===== src/rtl/imem_arb_pkg.sv =====
// Shared types and helpers for the instruction-ROM fetch arbiter.
// Port index 0 is the CPU fetch unit, index 1 the DMA reader.
package imem_arb_pkg;

  localparam int unsigned NUM_PORTS = 2;
  localparam int unsigned P_CORE    = 0;
  localparam int unsigned P_DMA     = 1;
  localparam int unsigned STREAK_W  = 8;

  typedef enum logic [1:0] {GNT_NONE, GNT_CORE, GNT_DMA} gnt_e;

  // One granted transfer: byte address, ROM word and address-check result.
  typedef struct packed {
    logic [31:0] addr;
    logic [31:0] data;
    logic        err;
  } imem_xfer_s;

  // What a response slot captures on a fill.
  typedef struct packed {
    logic [31:0] data;
    logic        err;
  } imem_rsp_s;

  // Misaligned or beyond the last ROM word.
  function automatic logic addr_err(input logic [31:0] addr, input int unsigned depth);
    return (addr[1:0] != 2'b00) || ({2'b00, addr[31:2]} >= 32'(depth));
  endfunction

  function automatic logic [31:0] sat_inc(input logic [31:0] v, input logic en);
    return (en && (v != 32'hFFFF_FFFF)) ? v + 32'd1 : v;
  endfunction

endpackage


===== src/rtl/imem_rsp_slot.sv =====
// Single-entry response register for one requester: filled by a grant,
// drained by rsp_valid && rsp_ready; a drain and a refill may share a cycle.
module imem_rsp_slot
  import imem_arb_pkg::*;
(
  input  logic        clk,
  input  logic        rst_n,
  input  logic        fill,
  input  imem_rsp_s   fill_rsp,
  input  logic        rsp_ready,
  output logic        rsp_valid,
  output logic [31:0] rsp_data,
  output logic        rsp_err
);

  always_ff @(posedge clk or negedge rst_n) begin
    if (!rst_n) begin
      rsp_valid <= 1'b0;
      rsp_data  <= '0;
      rsp_err   <= 1'b0;
    end else if (fill) begin
      rsp_valid <= 1'b1;
      // Faulting fetches still read the ROM; the word is discarded here.
      rsp_data  <= fill_rsp.err ? '0 : fill_rsp.data;
      rsp_err   <= fill_rsp.err;
    end else if (rsp_valid && rsp_ready) begin
      rsp_valid <= 1'b0;
    end
  end

  a_hold: assert property (@(posedge clk) disable iff (!rst_n)
    (rsp_valid && !rsp_ready) |=> (rsp_valid && $stable(rsp_data) && $stable(rsp_err)));

endmodule


===== src/rtl/imem_fetch_arbiter.sv =====
// Two-port arbiter in front of a combinational instruction ROM (CORE vs DMA).
// Define IMEM_ARB_STATS_EN to add saturating grant/conflict counters.
module imem_fetch_arbiter
  import imem_arb_pkg::*;
#(
  parameter int unsigned DEPTH           = 4096,
  parameter int unsigned CORE_MAX_STREAK = 8
) (
  input  logic        clk,
  input  logic        rst_n,
  input  logic        core_req_valid,
  output logic        core_req_ready,
  input  logic [31:0] core_req_addr,
  output logic        core_rsp_valid,
  input  logic        core_rsp_ready,
  output logic [31:0] core_rsp_data,
  output logic        core_rsp_err,
  input  logic        dma_req_valid,
  output logic        dma_req_ready,
  input  logic [31:0] dma_req_addr,
  output logic        dma_rsp_valid,
  input  logic        dma_rsp_ready,
  output logic [31:0] dma_rsp_data,
  output logic        dma_rsp_err,
  output logic [31:0] mem_addr,
  input  logic [31:0] mem_rdata
`ifdef IMEM_ARB_STATS_EN
  ,
  output logic [31:0] stat_core_gnt,
  output logic [31:0] stat_dma_gnt,
  output logic [31:0] stat_conflict
`endif
);

  logic [NUM_PORTS-1:0]       req_valid, rsp_valid, rsp_ready, rsp_err, elig, fill;
  logic [NUM_PORTS-1:0][31:0] req_addr, rsp_data;
  logic [STREAK_W-1:0]        streak;
  logic                       streak_max, run;
  gnt_e                       gnt;
  imem_xfer_s                 win;
  imem_rsp_s                  win_rsp;

  assign req_valid = {dma_req_valid, core_req_valid};
  assign req_addr  = {dma_req_addr,  core_req_addr};
  assign rsp_ready = {dma_rsp_ready, core_rsp_ready};

  // Grants open one cycle after reset release so nothing is accepted in reset.
  always_ff @(posedge clk or negedge rst_n) begin
    if (!rst_n) run <= 1'b0;
    else        run <= 1'b1;
  end

  for (genvar p = 0; p < NUM_PORTS; p++) begin : g_port
    assign elig[p] = run && req_valid[p] && (!rsp_valid[p] || rsp_ready[p]);

    imem_rsp_slot u_slot (
      .clk       (clk),
      .rst_n     (rst_n),
      .fill      (fill[p]),
      .fill_rsp  (win_rsp),
      .rsp_ready (rsp_ready[p]),
      .rsp_valid (rsp_valid[p]),
      .rsp_data  (rsp_data[p]),
      .rsp_err   (rsp_err[p])
    );
  end

  assign streak_max = (streak == STREAK_W'(CORE_MAX_STREAK));

  always_comb begin
    gnt = GNT_NONE;
    if (elig[P_CORE] && !(elig[P_DMA] && streak_max)) gnt = GNT_CORE;
    else if (elig[P_DMA])                             gnt = GNT_DMA;
  end

  assign fill = {gnt == GNT_DMA, gnt == GNT_CORE};

  always_comb begin
    win.addr = '0;
    case (gnt)
      GNT_CORE: win.addr = req_addr[P_CORE];
      GNT_DMA:  win.addr = req_addr[P_DMA];
      default:  win.addr = '0;
    endcase
    win.data = mem_rdata;
    win.err  = addr_err(win.addr, DEPTH);
  end

  assign win_rsp  = '{data: win.data, err: win.err};
  assign mem_addr = win.addr;

  // Counts CORE wins while DMA waits; reaching the cap hands DMA the next slot.
  always_ff @(posedge clk or negedge rst_n) begin
    if (!rst_n)                                streak <= '0;
    else if (gnt == GNT_DMA || !elig[P_DMA])   streak <= '0;
    else if (gnt == GNT_CORE && !streak_max)   streak <= streak + 1'b1;
  end

  assign core_req_ready = fill[P_CORE];
  assign dma_req_ready  = fill[P_DMA];
  assign core_rsp_valid = rsp_valid[P_CORE];
  assign core_rsp_data  = rsp_data[P_CORE];
  assign core_rsp_err   = rsp_err[P_CORE];
  assign dma_rsp_valid  = rsp_valid[P_DMA];
  assign dma_rsp_data   = rsp_data[P_DMA];
  assign dma_rsp_err    = rsp_err[P_DMA];

`ifdef IMEM_ARB_STATS_EN
  always_ff @(posedge clk or negedge rst_n) begin
    if (!rst_n) begin
      stat_core_gnt <= '0;
      stat_dma_gnt  <= '0;
      stat_conflict <= '0;
    end else begin
      stat_core_gnt <= sat_inc(stat_core_gnt, fill[P_CORE]);
      stat_dma_gnt  <= sat_inc(stat_dma_gnt,  fill[P_DMA]);
      stat_conflict <= sat_inc(stat_conflict, &elig);
    end
  end
`endif

  a_one_gnt: assert property (@(posedge clk) disable iff (!rst_n)
    !(core_req_ready && dma_req_ready));

endmodule


===== config.mk =====
export PLATFORM = sky130hd
export DESIGN_NAME = imem_fetch_arbiter
export DESIGN_NICKNAME = d
export VERILOG_FILES = /design/src/rtl/imem_arb_pkg.sv /design/src/rtl/imem_rsp_slot.sv /design/src/rtl/imem_fetch_arbiter.sv
export SDC_FILE = /design/constraint.sdc
export NUM_CORES = 1
export LEC_CHECK = 0
export BUFFER_PORTS_ARGS = -buffer_cell sky130_fd_sc_hd__buf_2
export CAP_MARGIN = 20
export CELL_PAD_IN_SITES_DETAIL_PLACEMENT = 1
export CELL_PAD_IN_SITES_GLOBAL_PLACEMENT = 1
export CORE_UTILIZATION = 33
export DETAILED_ROUTE_END_ITERATION = 8
export PLACE_DENSITY = 0.83
export SYNTH_ARGS = -nofsm -noshare
export SYNTH_HDL_FRONTEND = slang
export SYNTH_SLANG_ARGS = --single-unit

===== constraint.sdc =====
create_clock -name clk -period 4.1 [get_ports clk]
set_input_delay 0.82 -clock clk [delete_from_list [all_inputs] [get_ports clk]]
set_output_delay 0.82 -clock clk [all_outputs]
set_load 0.02 [all_outputs]

---- Yosys cells after proc, flatten, opt, wreduce, memory -nomap -nowiden ----
Index checks and enable logic that the tools add are counted.
storage, ports and cells
  register bits after elaboration ......... 77
  latch bits .............................. 0
  RAM bits ................................ 0
  ROM bits ................................ 0
  output and inout port bits .............. 102
  word-level logic and storage cells ...... 45
  memories kept ........................... 0
cells by class
  add/sub/neg operators ................... 1
  multipliers ............................. 0
  div/mod/pow operators ................... 0
  magnitude comparators ................... 1
  equal/unequal tests ..................... 3
  shift operators ......................... 0
  mux-type cells .......................... 10
  bitwise gates (word level) .............. 0
  reduce and logical (&&, ||, !) cells .... 22
operators by type and width
  cell                    number
  $pmux W32 S2            1
  $mux W32                1
  $ge A30 B13 Y1 const B  1
  $mux W8                 2
  $logic_and A1 B1 Y1     9
  $add A8 B1 Y8 const B   1
  $eq A8 B4 Y1 const B    1
  $reduce_bool A2 Y1      4
  $logic_not A1 Y1        5
  $logic_or A1 B1 Y1      4
  $mux W1                 4
  $mux W2                 2
  $eq A2 B1 Y1 const B    1
  $eq A2 B2 Y1 const B    1

---- Logic depth before layout (Yosys ltp) ----
  depth in word-level cells ............... 12
  mapped depth ............................ 10
  depth with buffers taken out ............ 8

---- Hierarchy ----
A second synthesis with hierarchy kept.
second synthesis, totals
  cells, all modules ...................... 439
  area, all modules ....................... 4140.2 um2
by module, submodules not included
  module              times used  cells an instance  area each (um2)
  imem_rsp_slot       2           141                1450.1
  imem_fetch_arbiter  1           157                1239.9

---- Worst setup path before layout ----
No wires, ideal clock.
  path type ............................... input port to output port
  start ................................... input port dma_rsp_ready
  end ..................................... output port mem_addr[10]
  data arrival time ....................... 2.683 ns
  data required time ...................... 3.280 ns
  path slack .............................. 0.597 ns
  stages on the path ...................... 8
  path buffers ............................ 3
  cells stage by stage .................... nor2b_1 > nor4_4 > or2_2 > buf_2 > inv_1 > clkbuf_1 > clkbuf_1 > a22o_1
between the ends
  word-level cells in the longest chain between the ends .. 8
  elaborated cells on any way between the ends .. 10
RTL lines
  element                RTL line                  RTL
  start, declared        imem_fetch_arbiter.sv:22  input logic dma_rsp_ready,
  $logic_or A1 B1 Y1 *   imem_fetch_arbiter.sv:54  assign elig[p] = run && req_valid[p] && (!rsp_valid[p] || rsp_ready[p]);
  $logic_and A1 B1 Y1 *  imem_fetch_arbiter.sv:54
  $logic_and A1 B1 Y1    imem_fetch_arbiter.sv:72  if (elig[P_CORE] && !(elig[P_DMA] && streak_max)) gnt = GNT_CORE;
  $logic_not A1 Y1       imem_fetch_arbiter.sv:72
  $logic_and A1 B1 Y1    imem_fetch_arbiter.sv:72
  $mux W2 *              imem_fetch_arbiter.sv:72
  $eq A2 B1 Y1 *         -
  net core_req_ready     imem_fetch_arbiter.sv:12  output logic core_req_ready,
  $pmux W32 S2 *         imem_fetch_arbiter.sv:80  case (gnt)
  end, declared          imem_fetch_arbiter.sv:25  output logic [31:0] mem_addr,
The timed path passes the listed nets; every way through them passes the cells marked *.

---- Worst setup path after layout ----
  start ................................... register streak[0]
  end ..................................... output port mem_addr[24]
between the ends
  word-level cells in the longest chain between the ends .. 7
  elaborated cells on any way between the ends .. 8
RTL lines
  element                                              RTL line                  RTL
  start, declared                                      imem_fetch_arbiter.sv:37  logic [STREAK_W-1:0] streak;
  start signal, assigned                               imem_fetch_arbiter.sv:96  else if (gnt == GNT_CORE && !streak_max) streak <= streak + 1'b1;
  $eq A8 B4 Y1 *                                       imem_fetch_arbiter.sv:68  assign streak_max = (streak == STREAK_W'(CORE_MAX_STREAK));
  $logic_and A1 B1 Y1 *                                imem_fetch_arbiter.sv:72
  $logic_not A1 Y1 *                                   imem_fetch_arbiter.sv:72
  $logic_and A1 B1 Y1 *                                imem_fetch_arbiter.sv:72
  $mux W2 *                                            imem_fetch_arbiter.sv:72
  $eq A2 B2 Y1 / $eq A2 B1 Y1 (equally long branches)  imem_fetch_arbiter.sv:80
  $pmux W32 S2 *                                       imem_fetch_arbiter.sv:80
Mark *: on every way between the ends. The rest lies on a longest branch, timed or not.

==> out/summary.txt <==
====================================================================================================
Source-to-sink clock delay at the later pin of the worst-skew pair                           0.33 ns
Worst stage delay on the critical path                                                       0.48 ns
Clock-pin slew reported for the worst setup and hold paths after clock tree synthesis        0.06 ns
Nets in the synthesized netlist                                                                  514
Maximum buffer depth of the clock tree                                                             2
Number of I/O pins                                                                               204
Growth of design area from synthesis to finish                                                 36.1%
Die W                                                                                         113 µm
Number of I/O port buffers                                                                       203
Cells after synthesis                                                                            410
Cts repair resizes                                                                                 0
Initial antenna violation count                                                                    0
Initial standard-cell utilization of the core                                                  33.8%
Critical-path top delay cell                                                                  or4b_4
Number of flops mapped to enable cells by yosys                                                    0
Post-DP Area                                                                                5130 µm²
Total gr overflow                                                                                  0
Number of distinct library cell variants in the gate-level netlist after synthesis                34
Final weighted congestion of routability-driven global placement                               0.986
Via count                                                                                      4,001
Sequential group share of total power                                                          37.5%
Run status                                                                              finished clean
DRC marker count from the first detailed-route iteration                                         239
Y dimension of the die                                                                        113 µm
Pin count of the biggest net entering global routing                                              78
Arrival time at the worst endpoint                                                           2.77 ns
Crit Path Class                                                                           reg -> out
Switching power summed over all nets                                                          666 µW
Post-detailed-placement half-perimeter wirelength                                            9820 µm
Setup crit end kind                                                                     primary output
CTS Hold Buffers Added                                                                             0
Number of global-route vias before repair                                                      4,205
Synthesized area per cell                                                                   9.86 µm²
Yosys reg bits                                                                                    77
Average wire length per cell after detail routing                                            19.2 µm
VDD IR max                                                                                0.000208 V
Leading cell types by total area after synthesis                                        dfrtp_1 (48%), o31ai_2 (12%), nand2_1 (9.7%)
Netlist Area Pre-Place                                                                      4040 µm²
Pwr per Cell Area                                                                         404 nW/µm²
Core region area                                                                          12,000 µm²
Count of filler cells inserted in the layout                                                   1,449
Clock Sinks                                                                                       77
Number of DRC violations after detailed routing                                                    0
CTS tree                                                                                        done
Slew HR                                                                                        32.0%
Detail Route Antenna Nets                                                                          0
Fmax                                                                                       0.278 GHz
Setup TNS Final                                                                                 0 ns
Sequential cell area                                                                        1930 µm²
Hold/Removal Path Class                                                                  in -> async
Final period utilization                                                                       87.6%
Fraction of registers with async set or reset after synthesis                                   100%
Most used flip-flop cell after synthesis                                                     dfrtp_1
TritonCTS buffer count                                                                             9
Global routing usage summed across all routing layers                                          22.8%
Via density                                                                                     5.38
Leakage Power                                                                             0.00277 µW
Worst path top cell family by delay                                                     buffers and inverters
Area share of the largest cell type after synthesis                                            47.7%
Max-cap viol count                                                                                 0
Max H-tree Level                                                                                   3
Switching share of total power                                                                 30.0%
Worst-case clock skew                                                                     0.00783 ns
Layout cells sized above 1                                                                     46.4%
Cell row count                                                                                    40
Count of final setup violators                                                                     0
Global-route wire length before repair                                                     22,600 µm
Post-route standard cell area excluding fillers                                             5500 µm²
Synth Warn #                                                                                       0
Crit. Startpoint                                                                        streak[0]$_DFFE_PN0P_
Critical path cell sequence                                                             inv_1 > ha_1 > or4b_4 > o211a_1 > nand2b_2 > inv_2 > a22o_1 > buf_2
Combinational power share                                                                      21.2%
Pre-antenna DRT Iters                                                                              4
Buf/Inv on CP                                                                                      3
Setup repair after global routing missed its margin                                               no
Ant diodes                                                                                         0
Shortest clock period the worst path allows after layout                                     3.59 ns
Clock Root Buffer                                                                          clkbuf_16
Final hold violations                                                                              0
Sequential-to-total area share from yosys stat                                                 47.7%
Area of the multi-input gates                                                               1930 µm²
Largest driver fanout on the critical path                                                        35
Clk network pwr share                                                                          41.3%
Crit path launch type                                                                           flop
Synth top cells by count                                                                nand2_1 (104), dfrtp_1 (77), o31ai_2 (40)
Routed wire length                                                                         14,300 µm
Net count of the finished layout                                                                 696
Critical path required time                                                                  3.28 ns
Startpoint of the most critical register-to-register path                               streak[0]$_DFFE_PN0P_
Most instantiated library cell after synthesis                                               nand2_1
Buffers inserted during post-CTS setup optimization                                                0
Post-placement cell count                                                                        727
Final cell count without fillers                                                                 744
Die area                                                                                  12,700 µm²
Dominant cell type by area after synthesis                                                   dfrtp_1
Cell-internal power                                                                          1560 µW
Worst-margin pin slew                                                                        1.02 ns
Total count of max-transition violations in the final report                                       0
====================================================================================================
per-layer routing:
layer	track usage (%)	share of wire, %
met1	28.5	42
met4	6.31	1.1
met5	0	0
met3	4.91	5.5
met2	39.6	51
placed cells by master, fill, tap and decap left out, types with 2 or more instances in the layout:
master and instances:
buf_2 202, nand2_1 104, dfrtp_1 77, o31ai_2 40
nand3_1 36, a22o_1 32, o31ai_1 24, nor2_1 12
clkbuf_16 9, nor4_1 6, buf_4 6, xor2_1 4
nand2b_1 3, nor3_1 3, and3_1 3, bufinv_16 3
inv_1 2, or2_2 2, inv_2 2, or4_1 2
xnor2_1 2, ha_1 2, clkinv_4 2
worst reg2reg max path, delay by kind of cell, from the launching register on:
kind / cells / cell delay [ns]
compound gates: 2 / 0.63
fa+ha+maj: 1 / 0.13
buf+inv: 1 / 0.08
flops: 1 / 0.42
simple gates: 3 / 1.71
worst paths after layout:
path / depth (start not counted) / slack, ns / to
min reg2reg: 2 / 0.47 / g_port[0].u_slot.rsp_data[1]$_DFFE_PN0N_
min in group clk: 2 / 0.47 / g_port[0].u_slot.rsp_data[1]$_DFFE_PN0N_
max in group asynchronous: 2 / 3.21 / g_port[0].u_slot.rsp_data[24]$_DFFE_PN0N_
min: 1 / 0.31 / g_port[0].u_slot.rsp_data[31]$_DFFE_PN0N_
max reg2reg: 7 / 1.02 / g_port[1].u_slot.rsp_err$_DFFE_PN0N_
max: 8 / 0.51 / mem_addr[24]
registers in the layout (all words and copies together), names as in the netlist:
name	cells
run	1
g_port.u_slot.rsp_valid	2
streak	8
g_port.u_slot.rsp_err	2
g_port.u_slot.rsp_data	64
metrics by stage:
stage               util (%)  total power [µW]  hold slack, ns  setup WS (ns)
floorplan                  -              1130           0.468          0.597
global placement        42.9              1300           0.459          0.749
detailed placement      42.9              1320           0.466          0.657
CTS                     45.8              2250           0.480          0.518
global route            46.0              2320           0.305          0.364
finish                  46.0              2220           0.310          0.507
logic make-up after synthesis:
kind of cell / Yosys count / share of synthesized area (%)
AND/OR/NAND/NOR: 179 / 20.1
AO/OA/AOI/OAI: 102 / 25.1
flip-flops: 77 / 47.7
buffers and inverters: 43 / 5.17
XOR/XNOR: 6 / 1.30
adder cells (fa/ha/maj): 2 / 0.619
other: 1 / 0.0928
power by group through the flow:
stage	Combinational, µW	Clock, µW	Sequential, µW
after floorplan	224	0	903
after global placement	456	0	844
after detailed placement	470	0	846
after CTS	471	946	832
after global routing	506	975	837
final	472	917	833
final cells by class:
| cell class | instances | share of cell area (%) |
|---|---|---|
| Clock buffer | 9 | 4.09 |
| Clock inverter | 7 | 2.21 |
| Inverter | 4 | 0.273 |
| Multi-Input combinational cell | 290 | 35.0 |
| Sequential cell | 77 | 35.0 |
| Tap cell | 147 | 3.34 |
| Timing Repair Buffer | 210 | 20.1 |
No activity file was read; power rests on OpenSTA's default activity.
